`config.mk`:
```
export PLATFORM = sky130hd
export DESIGN_NAME = arb_req_queue
export DESIGN_NICKNAME = d
export VERILOG_FILES = /design/src/rtl/arb_req_pkg.sv /design/src/rtl/arb_req_match.sv /design/src/rtl/arb_req_queue.sv
export SDC_FILE = /design/constraint.sdc
export NUM_CORES = 1
export LEC_CHECK = 0
export ABC_AREA = 1
export CORE_MARGIN = 5
export CORE_UTILIZATION = 56
export CTS_CLUSTER_SIZE = 20
export DETAILED_ROUTE_END_ITERATION = 10
export PLACE_DENSITY = 0.83
export RECOVER_POWER = 50
export SLEW_MARGIN = 5
export SYNTH_ARGS = -nofsm -noshare
export SYNTH_HDL_FRONTEND = slang
export SYNTH_HIERARCHICAL = 1
export SYNTH_SLANG_ARGS = --single-unit
```
`constraint.sdc`:
```
create_clock -name clock -period 3.45 [get_ports clock]
set_input_delay 0.5175 -clock clock [delete_from_list [all_inputs] [get_ports clock]]
set_output_delay 0.5175 -clock clock [all_outputs]
set_load 0.01 [all_outputs]
```
`src/rtl/arb_req_pkg.sv`:
```
// Shared request-index types and sizing for the arbiter and its downstream queue.
package arb_req_pkg;
  localparam int IDX_W         = 6;
  localparam int ARB_REQ_DEPTH = 4;

  typedef logic [IDX_W-1:0] idx_t;
endpackage

```
`src/rtl/arb_req_match.sv`:
```
// DEPTH-way equality compare of an incoming index against the valid entries of the queue.
module arb_req_match #(
  parameter int DEPTH = 4,
  parameter int IDX_W = 6
) (
  input  logic [IDX_W-1:0]            idx,
  input  logic [DEPTH-1:0][IDX_W-1:0] entries,
  input  logic [DEPTH-1:0]            valid_mask,
  output logic                        hit
);

  always_comb begin
    hit = 1'b0;
    for (int i = 0; i < DEPTH; i++) begin
      if (valid_mask[i] && (entries[i] == idx)) hit = 1'b1;
    end
  end

endmodule

```
`src/rtl/arb_req_queue.sv`:
```
// Four-entry in-order request buffer behind the priority arbiter; backpressures it via io_enq_ready.
// Optional ARB_REQ_QUEUE_MERGE_EN: accept-but-drop an enq whose index is already queued.
module arb_req_queue
  import arb_req_pkg::*;
#(
  parameter int DEPTH = ARB_REQ_DEPTH,
  parameter int IDX_W = arb_req_pkg::IDX_W
) (
  input  logic                       clock,
  input  logic                       reset,
  input  logic                       io_enq_valid,
  input  logic [IDX_W-1:0]           io_enq_bits_req_0_idx,
  output logic                       io_enq_ready,
  output logic                       io_deq_valid,
  output logic [IDX_W-1:0]           io_deq_bits_req_0_idx,
  input  logic                       io_deq_ready,
  output logic [$clog2(DEPTH):0]     io_count
);

  localparam int PTR_W = $clog2(DEPTH);
  localparam int CNT_W = PTR_W + 1;

  logic [DEPTH-1:0][IDX_W-1:0] mem;
  logic [PTR_W-1:0]            enq_ptr;
  logic [PTR_W-1:0]            deq_ptr;
  logic                        maybe_full;

  logic ptr_match, empty, full;
  logic do_enq, do_deq, do_write;

  assign ptr_match = (enq_ptr == deq_ptr);
  assign empty     = ptr_match & ~maybe_full;
  assign full      = ptr_match & maybe_full;

  // Handshake: a transfer happens on a rising edge where valid & ready are both high.
  // Ready and valid are pure functions of registered state, so neither side has a comb loop.
  assign io_enq_ready          = ~full;
  assign io_deq_valid          = ~empty;
  assign io_deq_bits_req_0_idx = mem[deq_ptr];
  assign io_count              = full ? CNT_W'(DEPTH) : {1'b0, enq_ptr - deq_ptr};

  assign do_enq = io_enq_valid & io_enq_ready;
  assign do_deq = io_deq_valid & io_deq_ready;

`ifdef ARB_REQ_QUEUE_MERGE_EN
  logic [DEPTH-1:0] valid_mask;
  logic             merge_hit;

  // An entry is live if it sits within the occupied window; the head leaving this cycle is not.
  always_comb begin
    logic [PTR_W-1:0] off;
    valid_mask = '0;
    off        = '0;
    for (int i = 0; i < DEPTH; i++) begin
      off = PTR_W'(i) - deq_ptr;
      valid_mask[i] = full | (CNT_W'(off) < io_count);
      if (do_deq && (PTR_W'(i) == deq_ptr)) valid_mask[i] = 1'b0;
    end
  end

  arb_req_match #(
    .DEPTH (DEPTH),
    .IDX_W (IDX_W)
  ) u_match (
    .idx        (io_enq_bits_req_0_idx),
    .entries    (mem),
    .valid_mask (valid_mask),
    .hit        (merge_hit)
  );

  assign do_write = do_enq & ~merge_hit;
`else
  assign do_write = do_enq;
`endif

  always_ff @(posedge clock) begin
    if (reset) begin
      enq_ptr    <= '0;
      deq_ptr    <= '0;
      maybe_full <= 1'b0;
    end else begin
      if (do_write) enq_ptr <= enq_ptr + PTR_W'(1);
      if (do_deq)   deq_ptr <= deq_ptr + PTR_W'(1);
      if (do_write != do_deq) maybe_full <= do_write;
    end
  end

  // Storage is deliberately not reset; gating on reset keeps a dropped enq out of the array.
  always_ff @(posedge clock) begin
    if (!reset && do_write) mem[enq_ptr] <= io_enq_bits_req_0_idx;
  end

endmodule

```
Word-level counts from Yosys, hierarchy flattened
Index checks and enable logic that the tools add are counted.
Storage, ports and cells
  output and inout bits: 11
  input bits: 10
  logic and storage cells: 31
  flip-flop bits (word level): 29
Cells by class
  muxes and demuxes: 6
  $add $sub $neg: 3
  $lt $le $gt $ge: 3
  reductions and logical operators: 3
  bitwise logic cells: 7
  equal/unequal tests: 2
Operators with widths (number)
  bitwise mux 24 bit: 1
  binary-select mux 6 bit (select 2 bit): 1
  demux 6 bit (select 2 bit): 1
  two-way mux 6 bit: 2
  less-than comparator 2 x 3 -> 1 bit (second input constant): 2
  adder 2 x 1 -> 2 bit (second input constant): 2
  bitwise AND 1 bit: 4
  two-way mux 3 bit: 1
  NOT 1 bit: 3
  equality test 2 bit: 1
  greater-or-equal comparator 2 x 1 -> 1 bit (second input constant): 1
  logical AND 1 bit: 2
  subtractor 2 bit: 1
  zero test 1 bit: 1
  inequality test 1 bit: 1

Longest topological paths before layout
Gate-level depths: netlist of the first run.
  word-level depth: 5
  gate-level depth with buffers: 8
  gate-level depth less buffers: 8

Worst setup path after synthesis of the first run
Ideal clock, no wire load.
  kind: register to register
  start point: reg enq_ptr[0]
  end point: reg mem[0] in the netlist's numbering, enable pin
  setup time: 0.350 ns
  data required time: 3.100 ns
  slack: 1.667 ns
  arrival: 1.433 ns
  clock period less this slack: 1.783 ns
  cell stages (with the launch flop): 8
  buffers on the path: 0
  cell sequence: dfxtp_1 inv_1 ha_1 nand3_4 nand2_2 inv_2 nand2_2 nor2_1
Between the ends
  word-level cells in the longest chain between the ends: 5
RTL lines
  start, declared: line arb_req_queue.sv:24  | logic [PTR_W-1:0] enq_ptr;
  start signal, assigned: line arb_req_queue.sv:82  | if (do_write) enq_ptr <= enq_ptr + PTR_W'(1);
  equality test 2 bit: line arb_req_queue.sv:31  | assign ptr_match = (enq_ptr == deq_ptr);
  bitwise AND 1 bit: line arb_req_queue.sv:33  | assign full = ptr_match & maybe_full;
  NOT 1 bit: line arb_req_queue.sv:37  | assign io_enq_ready = ~full;
  via io_enq_ready: line arb_req_queue.sv:13  | output logic io_enq_ready,
  bitwise AND 1 bit: line arb_req_queue.sv:42  | assign do_enq = io_enq_valid & io_enq_ready;
  logical AND 1 bit: line arb_req_queue.sv:90  | if (!reset && do_write) mem[enq_ptr] <= io_enq_bits_req_0_idx;
  end signal, assigned by index: line arb_req_queue.sv:90
  end, declared: line arb_req_queue.sv:23  | logic [DEPTH-1:0][IDX_W-1:0] mem;
The timed path passes the listed nets, and every way through them passes these cells.
A chain may end at the register's enable or synchronous reset.

Worst setup path after layout of the first run
  start point: reg deq_ptr[0]
  end point: out io_count[1]
Between the ends
  word-level cells in the longest chain between the ends: 3
  elaborated cells between the ends (all ways): 4
  those cells by class: 1 x add/sub; 1 x eq/ne; 1 x mux; 1 x bitwise
RTL lines
  start, declared: line arb_req_queue.sv:25  | logic [PTR_W-1:0] deq_ptr;
  start signal, assigned: line arb_req_queue.sv:83  | if (do_deq) deq_ptr <= deq_ptr + PTR_W'(1);
  equality test 2 bit: line arb_req_queue.sv:31
  bitwise AND 1 bit: line arb_req_queue.sv:33
  two-way mux 3 bit (*): line arb_req_queue.sv:40  | assign io_count = full ? CNT_W'(DEPTH) : {1'b0, enq_ptr - deq_ptr};
  end, declared: line arb_req_queue.sv:17  | output logic [$clog2(DEPTH):0] io_count
Every way passes the cells marked *; elsewhere a longest branch is shown, timed or not.

==> impl_metrics.yaml, run 1 <==
critical_path:
  crit_path_end: "io_count[1]"
  crit_path_start_kind: "flip-flop"
  cp_data_required_time_ns: 2.93
  startpoint: "deq_ptr[0]"
  critPathMaxFanout: 16
  rrSetupSlack_ns: 1.15
  crit_type: "reg -> out"
  endpoint_kind: "primary output"
  arrival_ns: 2.15
  r2r_cells: 6
  worstReg2RegStart: "deq_ptr[0]"
  r2r-end: "mem[21]"
power_and_ir_drop:
  power_frac_seq: 0.476
  p_leak_nw: 0.591
  power.total_w: 0.000875
  pwr-share-comb: 0.228
  p_switching_w: 0.000232
  swShare: 0.265
  pwr-share-clk: 0.295
  irDropWorstVdd_uv: 469
  power_density_nw_per_um2: 559
  power.internal_w: 0.000643
synthesis:
  syn_inst: 115
  yosys.area.top_type: "edfxtp_1"
  ys_warn_count: 6
  synth_area_um2: 1310
  synth_top_area_share: 0.551
  syn_nets: 130
  synth_edf_count: 24
  syn_avg_cell_area_um2: 11.4
  yosysMostFrequentCell: "edfxtp_1"
  synth.distinct_cells: 19
  async_flop_share: 0
  synth-seq-cells: 29
  yosysSeqAreaShare: 0.627
  ys.flop_type: "edfxtp_1"
  synth_common_cells: "edfxtp_1 (24), nor2_1 (23), o21ai_0 (14), inv_1 (10), o22ai_1 (6)"
  synthTopCellsByArea: "edfxtp_1 (55%), dfxtp_1 (7.6%), nor2_1 (6.6%), o21ai_0 (5.4%), ha_1 (4.8%)"
global_route:
  overflow: 0
  grt_pass1_vias: 852
  grt_max_degree: 17
  grt_pass1_wl_um: 3860
  grt_usage: 0.159
  antenna_found_initial: 0
timing:
  rsz0062_at_grt: "false"
  slew_viol_final: 0
  fin_skew_ns: 0.00707
  clock.fmax_ghz: 0.374
  hold_viol_final: 0
  holdWs_ns: 0.545
  worstMarginPinSlew_ns: 0.613
  setup_violations: 0
  fin_crit_sh: 0.774
  slew_headroom: 0.590
  min_period_ns: 2.67
  tns_ns: 0
cells_and_area:
  seq_area_um2: 821
  multiInputGateArea_um2: 388
  fin_area_um2: 1560
  filler_cell_count: 166
  final_util: 0.707
  drive_gt1_frac: 0.0791
  num-nets-final: 153
  syn_to_final_growth_pct: 19.5
  antennaDiodeCount: 0
route:
  dr.first_iter.drc_count: 21
  via_per_inst: 5.27
  routed_wirelength_um: 2390
  drc: 0
  antenna_left: 0
  firstDrtPassIters: 4
  routedWlPerCell_um: 14.3
  vias: 880
job:
  drv_cap: 0
floorplanning:
  rows: 17
  core_um2: 2210
  die_h_um: 58.3
  start_util: 0.592
  design.die.area_um2: 3400
  ios: 21
  die_w_um: 58.3
clocking:
  holdBufCountCts: 0
  cts.repair.resized: 0
  cts-htree-levels: 2
  cts_made_buffers: 5
  cts_tree: "built"
  clock_tree.buffer_depth: 2
  clk_latency_ns: 0.32
  cts.sinks: 29
  cts-root-buf: "clkbuf_4"
  post_cts_buffers: 0
  clk_transition_reported_paths_ns: 0.09
placed_design:
  placed_area_um2: 1510
  hpwl_um: 1670
  gp_congestion: 0.789
  io_buffers: 20
run_status:
  status: "completed"
hold_path:
  min_path_type: "reg -> reg"
-- kinds of logic after synthesis --
family / after synthesis / synth area share
AO/OA/AOI/OAI: 22 / 0.0899
XOR/XNOR: 2 / 0.0134
adder cells (fa/ha/maj): 5 / 0.0478
buffers and inverters: 16 / 0.0612
flip-flops: 29 / 0.627
AND/OR/NAND/NOR: 41 / 0.161
-- placed cells by master (no fill, tap or decap), types with 2 or more instances in the layout --
cell and instances:
a21oi_1 2, ha_1 5, nand3_1 5, clkbuf_4 5
o22ai_1 6, xor2_1 2, nor2_1 23, inv_1 11
edfxtp_1 24, o21ai_0 14, nand2_2 2, clkdlybuf4s50_1 14
nand2_1 8, dfxtp_1 5, dlygate4sd3_1 6
-- cell type report --
cell class	instances	share of cell area
tap	28	0.0224
timing repair buffer	20	0.128
sequential	29	0.525
clock inverter	2	0.0216
inverter	12	0.0288
clock buffer	6	0.0264
multi-input combinational	70	0.248
-- registers in the layout, indices dropped and copies added (netlist names) --
name,cells
enq_ptr,2
maybe_full,1
deq_ptr,2
mem,24
-- layer usage --
metal / up-vias / global-route usage / part of all wire
li1: 440 / - / -
met1: 398 / 0.170 / 0.39
met2: 33 / 0.262 / 0.50
met3: 9 / 0.0658 / 0.070
met4: 0 / 0.0927 / 0.033
met5: - / 0 / 0
-- through the flow --
step	setup WS, ns	instances
6_report	0.778	167
5_1_grt	0.622	167
4_1_cts	0.730	167
3_5_place_dp	1.08	159
3_3_place_gp	1.15	159
2_1_floorplan	1.67	115
-- power by group through the flow --
stage	logic [W]	clock network, W	registers, W
3_3_place_gp	0.000204	0	0.000423
3_5_place_dp	0.000210	0	0.000425
6_report	0.000200	0.000258	0.000417
5_1_grt	0.000218	0.000280	0.000420
2_1_floorplan	0.000132	0	0.000415
4_1_cts	0.000213	0.000267	0.000417
-- worst max-delay path, stage by stage (launching register included) --
cell,delay (ns)
dfxtp_1,0.64
ha_1,0.39
nand3_4,0.12
inv_1,0.06
nor2_1,0.09
clkdlybuf4s50_1,0.54
-- worst min path at each step --
stage / to / cells past startpoint / slack [ns] / start
finish: enq_ptr[0] / 2 / 0.54 / enq_ptr[0]
global route: enq_ptr[0] / 2 / 0.58 / enq_ptr[0]
CTS: enq_ptr[0] / 2 / 0.54 / enq_ptr[0]
detailed placement: enq_ptr[0] / 2 / 0.53 / enq_ptr[0]
global placement: enq_ptr[0] / 2 / 0.52 / enq_ptr[0]
floorplan: enq_ptr[0] / 2 / 0.50 / enq_ptr[0]
(Power assumes the default switching activity.)
==> run 2, diff against run 1 <==
--- a/config.mk
+++ b/config.mk
@@ -7,10 +7,10 @@
 export LEC_CHECK = 0
 export ABC_AREA = 1
 export CORE_MARGIN = 5
-export CORE_UTILIZATION = 56
+export CORE_UTILIZATION = 47
 export CTS_CLUSTER_SIZE = 20
 export DETAILED_ROUTE_END_ITERATION = 10
-export PLACE_DENSITY = 0.83
+export PLACE_DENSITY = 0.74
 export RECOVER_POWER = 50
 export SLEW_MARGIN = 5
 export SYNTH_ARGS = -nofsm -noshare
==> constraint.sdc (replaced) <==
create_clock -name clock -period 2.25 [get_ports clock]
set_input_delay 0.3375 -clock clock [delete_from_list [all_inputs] [get_ports clock]]
set_output_delay 0.3375 -clock clock [all_outputs]
set_load 0.01 [all_outputs]
==> impl_metrics.yaml, run 2 (synthesis gave the netlist of run 1 again) <==
run_status:
  status: "completed"
cells_and_area:
  antennaDiodeCount: 0
  final_cell_mix: "edfxtp_1 (24), nor2_1 (23), o21ai_0 (14)"
  drive_gt1_frac: 0.199
  largest_reg_flops: 24
  num-nets-final: 165
  syn_to_final_growth_pct: 31.0
  final_common_cell: "edfxtp_1"
  largest-register: "mem"
  seq_area_um2: 826
  filler_cell_count: 228
  top_regs: "mem (24), deq_ptr (2), enq_ptr (2)"
  multiInputGateArea_um2: 413
floorplanning:
  die_h_um: 62.8
  design.die.area_um2: 3940
  ios: 21
  die_w_um: 62.8
  rows: 19
  core_um2: 2710
  start_util: 0.483
clocking:
  cts.sinks: 29
  cts_tree: "built"
  clk_latency_ns: 0.32
  clock_tree.buffer_depth: 2
  clk_transition_reported_paths_ns: 0.09
  holdBufCountCts: 0
  cts_made_buffers: 5
  cts-htree-levels: 2
  cts-root-buf: "clkbuf_4"
critical_path:
  crit_type: "reg -> out"
  r2r_cells: 8
  crit_path_start_kind: "flip-flop"
  critPathMaxFanout: 4
  rrSetupSlack_ns: 0.32
  r2r-end: "mem[13]"
  startpoint: "enq_ptr[0]"
  worstReg2RegStart: "enq_ptr[0]"
  cp_data_required_time_ns: 1.91
  endpoint_kind: "primary output"
  arrival_ns: 1.82
  crit_path_end: "io_count[2]"
route:
  vias: 925
  routedWlPerCell_um: 15.3
  drc: 0
  dr.first_iter.drc_count: 53
  firstDrtPassIters: 4
  via_per_inst: 5.08
  antenna_left: 0
  routed_wirelength_um: 2780
timing:
  rsz0062_at_grt: "false"
  holdWs_ns: 0.527
  slew_viol_final: 0
  fin_crit_sh: 0.959
  tns_ns: 0
  setup_violations: 0
  clock.fmax_ghz: 0.464
  fin_skew_ns: 0.00776
  worstMarginPinSlew_ns: 0.396
  hold_viol_final: 0
  slew_headroom: 0.736
  min_period_ns: 2.16
power_and_ir_drop:
  power_density_nw_per_um2: 893
  p_leak_nw: 0.683
  power.internal_w: 0.00114
  swShare: 0.258
  irDropWorstVdd_uv: 666
  pwr-share-clk: 0.344
  power_frac_seq: 0.414
  pwr-share-comb: 0.243
  power.total_w: 0.00153
  p_switching_w: 0.000394
job:
  drv_cap: 0
global_route:
  grt_max_degree: 11
  antenna_found_initial: 0
  grt_usage: 0.156
  overflow: 0
  grt_pass1_wl_um: 4590
  grt_pass1_vias: 960
placed_design:
  io_buffers: 20
  gp_congestion: 0.798
  hpwl_um: 1820
hold_path:
  min_path_type: "reg -> reg"
run 2: cell types whose count changed in the layout (fill, tap and decap cells not counted), moves of 2 or more:
| cell | previous run | this run |
|---|---|---|
| buf_4 | 0 | 10 |
| clkdlybuf4s50_1 | 14 | 12 |
| dfxtp_1 | 5 | 3 |
| inv_1 | 11 | 9 |
run 2: repair_timing:
item | CTS | global route
gates resized for setup | 5 | 4
endpoints found under the setup margin | 8 | 7
buffers inserted | 3 | 1
run 2: worst min-delay path by stage:
stage,to,depth (start not counted),slack (ns),startpoint
2_1_floorplan,deq_ptr[0],1,0.41,reset
3_3_place_gp,enq_ptr[0],2,0.51,enq_ptr[0]
3_5_place_dp,enq_ptr[0],2,0.53,enq_ptr[0]
4_1_cts,enq_ptr[0],2,0.52,enq_ptr[0]
5_1_grt,enq_ptr[0],2,0.56,enq_ptr[0]
6_report,enq_ptr[0],2,0.53,enq_ptr[0]
run 2: final cells by class:
cell class	instances	share of cell area
inverters	12	0.0285
clock inverters	3	0.0380
repair buffers	32	0.166
well taps	31	0.0226
multi-input cells	70	0.241
flip-flops and latches	29	0.482
clock buffers	5	0.0219
run 2: power by group through the flow:
stage | sequential [W] | combinational, W | clock (W)
3_5_place_dp | 0.000641 | 0.000351 | 0
3_3_place_gp | 0.000639 | 0.000343 | 0
2_1_floorplan | 0.000636 | 0.000202 | 0
4_1_cts | 0.000631 | 0.000367 | 0.000536
6_report | 0.000633 | 0.000371 | 0.000526
5_1_grt | 0.000636 | 0.000410 | 0.000575
run 2: per-layer routing:
layer | part of all wire | vias to the layer above | wire, um | global-route usage
met5 | 0 | - | 0 | 0
met4 | 0.014 | 0 | 39 | 0.0928
met3 | 0.048 | 5 | 133 | 0.0522
met2 | 0.54 | 28 | 1500 | 0.266
met1 | 0.40 | 431 | 1110 | 0.164
li1 | - | 461 | - | -
run 2: per-stage QoR:
step | instance area (um2) | std cells | utilization | setup WS (ns)
CTS | 1710 | 181 | 0.629 | 0.0119
global route | 1710 | 182 | 0.633 | 0.00580
floorplan | 1310 | 115 | - | 0.467
global placement | 1570 | 170 | 0.580 | 0.268
detailed placement | 1570 | 170 | 0.580 | 0.223
finish | 1710 | 182 | 0.633 | 0.0928
run 2: worst max-delay path: stages, from the launching register on:
cell	delay, ns
dfxtp_2	0.37
inv_1	0.11
ha_4	0.33
nand3_4	0.08
inv_1	0.08
clkdlybuf4s50_1	0.53
